### src/rtl/graphic_pkg.sv
`default_nettype none
// +----------------------------------------------------------------------+
// | graphic_pkg                                                          |
// | Shared definitions for the box sequencer: sequencer states, default  |
// | coordinate width and command-record field widths.                    |
// | Optional feature macro: BOX_OUTLINE_EN (adds the outline flag bit).  |
// | Revision: 1.0                                                        |
// +----------------------------------------------------------------------+
package graphic_pkg;

  localparam int COORD_W_DEF = 12;
  localparam int FG_W        = 4;

`ifdef BOX_OUTLINE_EN
  localparam int OUTLINE_W = 1;
`else
  localparam int OUTLINE_W = 0;
`endif

  typedef enum logic [2:0] {
    ST_IDLE   = 3'd0,
    ST_LOAD   = 3'd1,
    ST_START  = 3'd2,
    ST_WAIT   = 3'd3,
    ST_NEXT   = 3'd4,
    ST_RETIRE = 3'd5
  } seq_state_t;

  // Queued command record: {outline?, fg, h, w, y, x}, x in the low bits.
  function automatic int cmd_rec_w(input int coord_w);
    return 4 * coord_w + FG_W + OUTLINE_W;
  endfunction

endpackage
`default_nettype wire

### src/rtl/box_sequencer_cmd_fifo.sv
`default_nettype none
// +----------------------------------------------------------------------+
// | cmd_fifo                                                             |
// | Synchronous first-word-fall-through command queue with flush.        |
// | DEPTH must be a power of two (>= 2). A push while full is dropped.   |
// | Revision: 1.0                                                        |
// +----------------------------------------------------------------------+
module cmd_fifo #(
  parameter int WIDTH = 8,
  parameter int DEPTH = 4
) (
  input  logic             clk,
  input  logic             reset_n,
  input  logic             flush,
  input  logic             push,
  input  logic [WIDTH-1:0] din,
  output logic             full,
  input  logic             pop,
  output logic [WIDTH-1:0] dout,
  output logic             empty
);

  localparam int AW = $clog2(DEPTH);
  localparam logic [AW:0] PTR_ONE = (AW + 1)'(1);

  logic [WIDTH-1:0] mem [DEPTH];
  logic [AW:0]      wr_ptr;
  logic [AW:0]      rd_ptr;
  logic             do_push;
  logic             do_pop;

  // Extra pointer MSB distinguishes full from empty when the indices match.
  assign empty   = (wr_ptr == rd_ptr);
  assign full    = (wr_ptr[AW] != rd_ptr[AW]) && (wr_ptr[AW-1:0] == rd_ptr[AW-1:0]);
  assign do_push = push && !full;
  assign do_pop  = pop && !empty;
  assign dout    = mem[rd_ptr[AW-1:0]];

  // Pointer update; flush discards every queued entry in one cycle.
  always_ff @(posedge clk or negedge reset_n) begin
    if (!reset_n) begin
      wr_ptr <= '0;
      rd_ptr <= '0;
    end else if (flush) begin
      wr_ptr <= '0;
      rd_ptr <= '0;
    end else begin
      if (do_push) wr_ptr <= wr_ptr + PTR_ONE;
      if (do_pop)  rd_ptr <= rd_ptr + PTR_ONE;
    end
  end

  // Entry storage needs no reset: only slots between the pointers are read.
  always_ff @(posedge clk) begin
    if (do_push) mem[wr_ptr[AW-1:0]] <= din;
  end

endmodule
`default_nettype wire

### src/rtl/box_sequencer.sv
`default_nettype none
// +----------------------------------------------------------------------+
// | box_sequencer                                                        |
// | Queues box-fill commands and walks each box row by row, handing one  |
// | span at a time to the box unit (bu_start / bu_done handshake).       |
// | Optional feature macro: BOX_OUTLINE_EN (outline-only boxes).         |
// | Revision: 1.0                                                        |
// +----------------------------------------------------------------------+
module box_sequencer
  import graphic_pkg::*;
#(
  parameter int COORD_W    = COORD_W_DEF,
  parameter int FIFO_DEPTH = 4
) (
  input  logic               clk,
  input  logic               reset_n,
  input  logic               cmd_valid,
  output logic               cmd_ready,
  input  logic [COORD_W-1:0] cmd_x,
  input  logic [COORD_W-1:0] cmd_y,
  input  logic [COORD_W-1:0] cmd_w,
  input  logic [COORD_W-1:0] cmd_h,
  input  logic [3:0]         cmd_fg,
  input  logic               cmd_outline,
  output logic               bu_start,
  output logic [COORD_W-1:0] bu_width,
  output logic [3:0]         bu_fg,
  input  logic               bu_done,
  output logic [COORD_W-1:0] row_x,
  output logic [COORD_W-1:0] row_y,
  input  logic               abort,
  output logic               busy,
  output logic               cmd_done
);

  localparam int REC_W = cmd_rec_w(COORD_W);
  localparam logic [COORD_W-1:0] ONE = COORD_W'(1);
  localparam logic [COORD_W-1:0] TWO = COORD_W'(2);

  seq_state_t         state;
  logic [COORD_W-1:0] rows_left;
  logic [REC_W-1:0]   rec_in;
  logic [REC_W-1:0]   rec_out;
  logic               fifo_full;
  logic               fifo_empty;
  logic [COORD_W-1:0] head_x;
  logic [COORD_W-1:0] head_y;
  logic [COORD_W-1:0] head_w;
  logic [COORD_W-1:0] head_h;
  logic [3:0]         head_fg;

`ifdef BOX_OUTLINE_EN
  logic               head_outline;
  logic               outline_r;
  logic               mid_row;
  logic               right_side;
  logic               next_mid;
  logic [COORD_W-1:0] org_x;
  logic [COORD_W-1:0] box_w;

  assign rec_in       = {cmd_outline, cmd_fg, cmd_h, cmd_w, cmd_y, cmd_x};
  assign head_outline = rec_out[4*COORD_W+4];
  // Row about to be started is a middle row when it is not the last one.
  assign next_mid     = outline_r && (rows_left != TWO);
`else
  logic unused_outline;

  assign rec_in         = {cmd_fg, cmd_h, cmd_w, cmd_y, cmd_x};
  assign unused_outline = cmd_outline;
`endif

  assign head_x  = rec_out[0 +: COORD_W];
  assign head_y  = rec_out[COORD_W +: COORD_W];
  assign head_w  = rec_out[2*COORD_W +: COORD_W];
  assign head_h  = rec_out[3*COORD_W +: COORD_W];
  assign head_fg = rec_out[4*COORD_W +: 4];

  assign cmd_ready = !fifo_full;
  assign busy      = (state != ST_IDLE);

  cmd_fifo #(
    .WIDTH (REC_W),
    .DEPTH (FIFO_DEPTH)
  ) u_cmd_fifo (
    .clk     (clk),
    .reset_n (reset_n),
    .flush   (abort),
    .push    (cmd_valid),
    .din     (rec_in),
    .full    (fifo_full),
    .pop     (state == ST_LOAD),
    .dout    (rec_out),
    .empty   (fifo_empty)
  );

  // Sequencer FSM with registered span outputs; abort overrides every state.
  always_ff @(posedge clk or negedge reset_n) begin
    if (!reset_n) begin
      state      <= ST_IDLE;
      rows_left  <= '0;
      row_x      <= '0;
      row_y      <= '0;
      bu_width   <= '0;
      bu_fg      <= '0;
      bu_start   <= 1'b0;
      cmd_done   <= 1'b0;
`ifdef BOX_OUTLINE_EN
      outline_r  <= 1'b0;
      mid_row    <= 1'b0;
      right_side <= 1'b0;
      org_x      <= '0;
      box_w      <= '0;
`endif
    end else begin
      bu_start <= 1'b0;
      cmd_done <= 1'b0;
      if (abort) begin
        state <= ST_IDLE;
      end else begin
        case (state)
          ST_IDLE: begin
            if (!fifo_empty) state <= ST_LOAD;
          end
          ST_LOAD: begin
            row_x     <= head_x;
            row_y     <= head_y;
            rows_left <= head_h;
            bu_width  <= head_w - ONE;
            bu_fg     <= head_fg;
`ifdef BOX_OUTLINE_EN
            outline_r  <= head_outline;
            mid_row    <= 1'b0;
            right_side <= 1'b0;
            org_x      <= head_x;
            box_w      <= head_w;
`endif
            if ((head_w == '0) || (head_h == '0)) begin
              state    <= ST_RETIRE;
              cmd_done <= 1'b1;
            end else begin
              state    <= ST_START;
              bu_start <= 1'b1;
            end
          end
          ST_START: begin
            state <= ST_WAIT;
          end
          ST_WAIT: begin
            if (bu_done) begin
`ifdef BOX_OUTLINE_EN
              // Left edge pixel of a middle row done: go straight to the right edge.
              if (mid_row && !right_side) begin
                state      <= ST_START;
                bu_start   <= 1'b1;
                right_side <= 1'b1;
                row_x      <= org_x + box_w - ONE;
              end else begin
                state <= ST_NEXT;
              end
`else
              state <= ST_NEXT;
`endif
            end
          end
          ST_NEXT: begin
            rows_left <= rows_left - ONE;
            row_y     <= row_y + ONE;
            if (rows_left != ONE) begin
              state    <= ST_START;
              bu_start <= 1'b1;
`ifdef BOX_OUTLINE_EN
              mid_row    <= next_mid;
              right_side <= 1'b0;
              row_x      <= org_x;
              bu_width   <= next_mid ? '0 : (box_w - ONE);
`endif
            end else begin
              state    <= ST_RETIRE;
              cmd_done <= 1'b1;
            end
          end
          ST_RETIRE: begin
            state <= fifo_empty ? ST_IDLE : ST_LOAD;
          end
          default: begin
            state <= ST_IDLE;
          end
        endcase
      end
    end
  end

endmodule
`default_nettype wire

### config.mk
export PLATFORM = sky130hd
export DESIGN_NAME = box_sequencer
export DESIGN_NICKNAME = d
export VERILOG_FILES = /design/src/rtl/graphic_pkg.sv /design/src/rtl/box_sequencer_cmd_fifo.sv /design/src/rtl/box_sequencer.sv
export SDC_FILE = /design/constraint.sdc
export NUM_CORES = 1
export LEC_CHECK = 0
export ABC_AREA = 1
export CAP_MARGIN = 40
export CORE_AREA = 3 3 124 173
export DETAILED_ROUTE_END_ITERATION = 10
export DIE_AREA = 0 0 127 176
export GPL_TIMING_DRIVEN = 0
export PLACE_DENSITY = 0.76
export SLEW_MARGIN = 25
export SYNTH_ARGS = -nofsm -noshare
export SYNTH_HDL_FRONTEND = slang
export SYNTH_SLANG_ARGS = --single-unit
### constraint.sdc
create_clock -name clk -period 5.4 [get_ports clk]
set_clock_uncertainty 0.15 [all_clocks]
set_input_delay 1.62 -clock clk [delete_from_list [all_inputs] [get_ports clk]]
set_output_delay 1.62 -clock clk [all_outputs]
set_load 0.05 [all_outputs]
==> results of run 1 <==
[worst paths after layout]
kind / startpoint / to
max in group asynchronous: reset_n / bu_fg[1]$_DFFE_PN0P_
worst max register to register: u_cmd_fifo.rd_ptr[1]$_DFFE_PN0P_ / u_cmd_fifo.mem[3][18]$_DFFE_PP_
worst max-delay path: u_cmd_fifo.rd_ptr[1]$_DFFE_PN0P_ / cmd_ready
worst min-delay path: bu_width[9]$_DFFE_PN0P_ / bu_width[9]$_DFFE_PN0P_
min in group asynchronous: reset_n / rows_left[6]$_DFFE_PN0P_
worst min register to register: bu_width[9]$_DFFE_PN0P_ / bu_width[9]$_DFFE_PN0P_
[sequential cells by signal, indices dropped and copies added, names as in the netlist]
signal and cells:
u_cmd_fifo.mem 208, bu_width 12, row_x 12, row_y 12
rows_left 12, bu_fg 4, state 3, u_cmd_fifo.rd_ptr 3
u_cmd_fifo.wr_ptr 3, bu_start 1, cmd_done 1
[critical path, stage by stage (launching register included)]
cell and delay [ps]:
dfrtp_1 380, buf_2 170, buf_4 200, xnor2_1 150, nand3_1 160, clkdlybuf4s50_1 830
[cells by family after synthesis]
| group | synth area share (%) |
|---|---|
| AND/OR/NAND/NOR | 17.1 |
| XOR/XNOR | 1.47 |
| adder cells (fa/ha/maj) | 1.10 |
| AO/OA/AOI/OAI | 7.60 |
| flip-flops | 69.0 |
| buffers and inverters | 3.71 |
[metal layers]
layer / part of all wire [%] / vias up / global-route usage [%]
li1: - / 3810 / -
met1: 38 / 3899 / 29.9
met2: 53 / 319 / 42.8
met3: 6.2 / 58 / 3.42
met4: 2.7 / 0 / 9.12
met5: 0 / - / 0
[Yosys cell counts (2+ instances only)]
cell      instances  area share (%)
dfrtp_1          63              14
o21ai_1           5            0.22
nand3_1          80             3.5
inv_1            31             1.0
xnor2_1           5            0.39
or2_2             4            0.22
o22ai_1           8            0.44
buf_2            21            0.93
buf_6             5            0.50
o21ai_0          87             3.8
nor3b_1           2            0.13
nor2_1          148             4.9
a21oi_1          32             1.4
nand2_2           4            0.22
a211oi_1          2            0.13
edfxtp_1        208              55
a31oi_1          23             1.3
nor2_2            3            0.17
buf_4             5            0.33
nor3_1            6            0.26
nand4_1           5            0.28
nand2_1         207             6.9
xor2_1           14             1.1
ha_1             10             1.1
clkbuf_1         19            0.63
inv_2             8            0.26
nor2_4            2            0.20
[per-stage QoR]
stage / utilization, % / setup slack [ps] / instances
floorplan: - / 730 / 1017
global placement: 63.3 / -1530 / 1369
detailed placement: 65.0 / 1590 / 1381
CTS: 69.3 / 1160 / 1429
global route: 69.3 / 1130 / 1429
finish: 69.3 / 1170 / 1429
[where the power goes]
part	internal, W	switching (W)	total, W
Clock	0.00106	0.000748	0.00180
Combinational	0.000687	0.00142	0.00210
Sequential	0.00253	0.000197	0.00272
Total	0.00427	0.00236	0.00663
[layout make-up]
type                       instances  area, um2  area share (%)
clock buffer                      40        753            5.44
sequential                       271       7820            56.5
buffer                            51        274            1.98
clock inverter                     8        103           0.741
timing repair buffer             112       1310            9.48
multi-input combinational        656       3120            22.6
inverter                          39        146            1.06
tap                              252        315            2.28
==> impl_metrics.yaml, run 1 <==
run_status:
  status: "finished clean"
logic_synthesis:
  syn_inst: 1017
  async_reset_ff_share_pct: 23.2
  syn-num-nets: 1085
  ys_ff_latch: 271
  netlist_area_mm2: 0.0113
  ys_types: 37
  seq_area_frac_synth_pct: 69.0
  synth_area_per_cell_um2: 11.1
  synth_ff_type: "edfxtp_1"
  yosysWarningCount: 0
  synth_edf_count: 208
min_path:
  whs_path_depth: 2
  min-delay-path-class: "register to register"
die:
  coreArea_mm2: 0.0200
  die-area_mm2: 0.0224
  die_x_um: 127
  start_util_pct: 56.7
  fp-row-count: 61
  die_h_um: 176
  io_pins: 102
timing:
  slew_headroom_pct: 54.8
  finalMaxSlewViolations: 0
  rsz0062_at_grt: "false"
  finalHoldViolCount: 0
  worstMarginPinSlew_ps: 676
  clock.fmax_mhz: 237
  post-route-period-util_pct: 78.3
  fin_crit_ps: 4230
  finalSetupTns_ps: 0
  finalSetupViolCount: 0
  hold_slack_ps: 332
final_layout:
  layout_commonest_cell: "edfxtp_1"
  drive_gt1_share_pct: 9.35
  final_nets: 1225
  postLayoutCellArea_mm2: 0.0139
  diodes: 0
  syn2layout_area_growth_pct: 22.2
  fill_cells: 1429
  layout_common_cells: "208 x edfxtp_1, 207 x nand2_1, 144 x nor2_1"
routing:
  drt_iter0_drc: 740
  vias_per_cell: 5.66
  wl_um: 26800
  drtPass1Iterations: 7
  drc: 0
  vias: 8086
  wl_per_cell_um: 18.7
  ant_nets: 0
placed_design:
  routabilityCongestion: 0.895
  hpwl_um: 18000
  dpl-instance-area_mm2: 0.0130
  io_buffers: 100
critical_path:
  arrival_ps: 2460
  crit_fanout: 10
  ff2ff_setup_slack_ps: 2590
  startpoint_type: "register"
  critPathKind: "register to primary output"
  critical_path_required_ps: 3630
  r2r_cells: 8
  critPathCaptureType: "primary output"
cts:
  cts_root_buf: "clkbuf_16"
  cts_buffers: 26
  cts_tree: "built"
  ctsHoldBuffers: 0
  cts_buffer_depth: 3
  clock_latency_ps: 550
  htree_levels: 1
  post_cts_buffers: 0
  cts-resized-gates: 0
  clk_pin_slew_ps: 70
  clkSinkCount: 271
global_routing:
  grt_pass1_vias: 8147
  grt_use_total_pct: 24.1
  grt_pass1_wl_um: 42400
  overflow: 0
  grt_max_degree: 33
  antenna_found_initial: 0
power_and_ir_drop:
  p_leak_nw: 5.29
  irDropWorstVdd_mv: 0.482
  power.total_w: 0.00663
  p_per_area_mw_per_mm2: 479
job:
  maxCapViolations: 0
Note: power is estimated with default switching activity, not from simulation.
==> inputs of run 2 (changes only) <==
==> constraint.sdc (replaced) <==
create_clock -name clk -period 4.1 [get_ports clk]
set_clock_uncertainty 0.15 [all_clocks]
set_input_delay 1.23 -clock clk [delete_from_list [all_inputs] [get_ports clk]]
set_output_delay 1.23 -clock clk [all_outputs]
set_load 0.05 [all_outputs]
==> run 2 against run 1 <==
Compared with the run above: sequential cell count unchanged; register-to-register slack worse by 1500 ps; power up 32%; sequential power up 32%; largest cell class unchanged; highest routed layer unchanged; combinational power up 31%; cell area down 0.56%; global-route usage up 0.058 points; non-clock buffer count down 1; critical path depth unchanged; core utilization down 0.39 points.
==> impl_metrics.yaml, run 2 (synthesis results as in run 1) <==
timing:
  post-route-period-util_pct: 93.4
  rsz0062_at_grt: "false"
  finalMaxSlewViolations: 0
  slew_headroom_pct: 52.8
  fin_crit_ps: 3830
  finalHoldViolCount: 0
  worstMarginPinSlew_ps: 706
  hold_slack_ps: 332
  clock.fmax_mhz: 261
  finalSetupViolCount: 0
min_path:
  worstHoldStart: "rows_left[9]$_DFFE_PN0P_"
  min-delay-path-class: "register to register"
die:
  fp-row-count: 61
  die_h_um: 176
  io_pins: 102
  die_x_um: 127
  start_util_pct: 56.7
  die-area_mm2: 0.0224
  coreArea_mm2: 0.0200
final_layout:
  final_util_pct: 68.9
  final_nets: 1224
  layout_common_cells: "208 x edfxtp_1, 207 x nand2_1, 144 x nor2_1"
  diodes: 0
  drive_gt1_share_pct: 8.93
  fin_cells: 1428
  layout_commonest_cell: "edfxtp_1"
  seqCellArea_mm2: 0.00782
  multiInputGateArea_mm2: 0.00312
  largest_register_ff_count: 208
  fill_cells: 1425
  syn2layout_area_growth_pct: 21.5
critical_path:
  critPathCaptureType: "primary output"
  ff2ff_setup_slack_ps: 1060
  critical_path_required_ps: 2720
  slowest_stage: "clkdlybuf4s50_1"
  cp_top_family: "buffers and inverters"
  cp-startpoint: "u_cmd_fifo.rd_ptr[1]$_DFFE_PN0P_"
  max_stage_delay_ps: 830
  path_buf_inv: 3
  startpoint_type: "register"
  critPathKind: "register to primary output"
  crit_fanout: 10
  arrival_ps: 2450
  crit_chain: "buf_2 > buf_4 > xnor2_1 > nand3_1 > clkdlybuf4s50_1"
  r2r-start: "u_cmd_fifo.rd_ptr[1]$_DFFE_PN0P_"
placed_design:
  routabilityCongestion: 0.870
  dp.cells: 1380
  hpwl_um: 18100
  io_buffers: 100
global_routing:
  grt_pass1_vias: 8108
  grt_use_total_pct: 24.1
  grt_pass1_wl_um: 42800
  grt_max_degree: 33
  overflow: 0
  antenna_found_initial: 0
power_and_ir_drop:
  combinationalPowerShare_pct: 31.7
  pwr-share-clk_pct: 27.3
  irDropWorstVdd_mv: 0.506
  power.total_w: 0.00873
  p_switching_w: 0.00311
  p_int_w: 0.00562
  p_sw_share_pct: 35.6
  p_leak_nw: 5.25
  pwr-share-seq_pct: 41.0
  p_per_area_mw_per_mm2: 634
cts:
  cts_tree: "built"
  htree_levels: 1
  clock_latency_ps: 520
  cts-resized-gates: 0
  ctsHoldBuffers: 0
  post_cts_buffers: 0
  cts_root_buf: "clkbuf_16"
  cts_buffer_depth: 3
  clkSinkCount: 271
  clk_pin_slew_ps: 60
  cts_buffers: 26
job:
  maxCapViolations: 0
routing:
  drc: 0
  drtPass1Iterations: 5
  drt_iter0_drc: 796
  ant_nets: 0
  vias: 8160
  wl_um: 27100
  wl_per_cell_um: 19.0
  vias_per_cell: 5.71
run_status:
  status: "finished clean"
-- run 2: worst min-delay path, stage by stage (launching register included) --
cell     delay, ps
dfrtp_1        350
nand2_1         50
nand2_1         50
-- run 2: area by class of cell --
class	instances	area share, %
multi-input combinational	656	22.7
buffer	51	1.99
timing repair buffer	111	9.05
clock inverter	14	1.04
sequential	271	56.8
inverter	39	1.06
tap	252	2.29
clock buffer	34	5.10
-- run 2: per-stage QoR --
stage	worst slack [ps]	TNS, ps	instance area, um2
finish	270	0	13800
global placement	-2520	-482460	12700
global route	170	0	13800
detailed placement	467	0	12900
CTS	261	0	13800
floorplan	-262	-40850	11300
-- run 2: path summary, 6_finish.rpt --
kind,to,cells after the start
min in group asynchronous,bu_width[10]$_DFFE_PN0P_,1
min reg2reg,rows_left[9]$_DFFE_PN0P_,2
min,rows_left[9]$_DFFE_PN0P_,2
max in group asynchronous,row_x[4]$_DFFE_PN0P_,2
max reg2reg,u_cmd_fifo.mem[3][7]$_DFFE_PP_,8
max,cmd_ready,5
-- run 2: per-layer routing --
| layer | GRT usage, % | part of all wire, % |
|---|---|---|
| met4 | 7.02 | 2.3 |
| met3 | 3.21 | 6.2 |
| met5 | 0 | 0 |
| met2 | 43.4 | 52 |
| met1 | 30.7 | 39 |
-- run 2: power by group through the flow --
stage | clock network (W) | registers (W) | logic, W
after floorplan | 0 | 0.00424 | 0.00116
after global placement | 0 | 0.00363 | 0.00266
after detailed placement | 0 | 0.00362 | 0.00275
after CTS | 0.00240 | 0.00358 | 0.00277
after global routing | 0.00253 | 0.00362 | 0.00298
final | 0.00239 | 0.00358 | 0.00276
==> inputs of run 3 (changes only) <==
--- a/config.mk
+++ b/config.mk
@@ -12,6 +12,7 @@
 export DIE_AREA = 0 0 127 176
 export GPL_TIMING_DRIVEN = 0
 export PLACE_DENSITY = 0.76
+export SKIP_CTS_REPAIR_TIMING = 1
 export SLEW_MARGIN = 25
 export SYNTH_ARGS = -nofsm -noshare
 export SYNTH_HDL_FRONTEND = slang
==> results of run 3 <==
The final DEF is identical to that of run 2; final timing and power are the same.
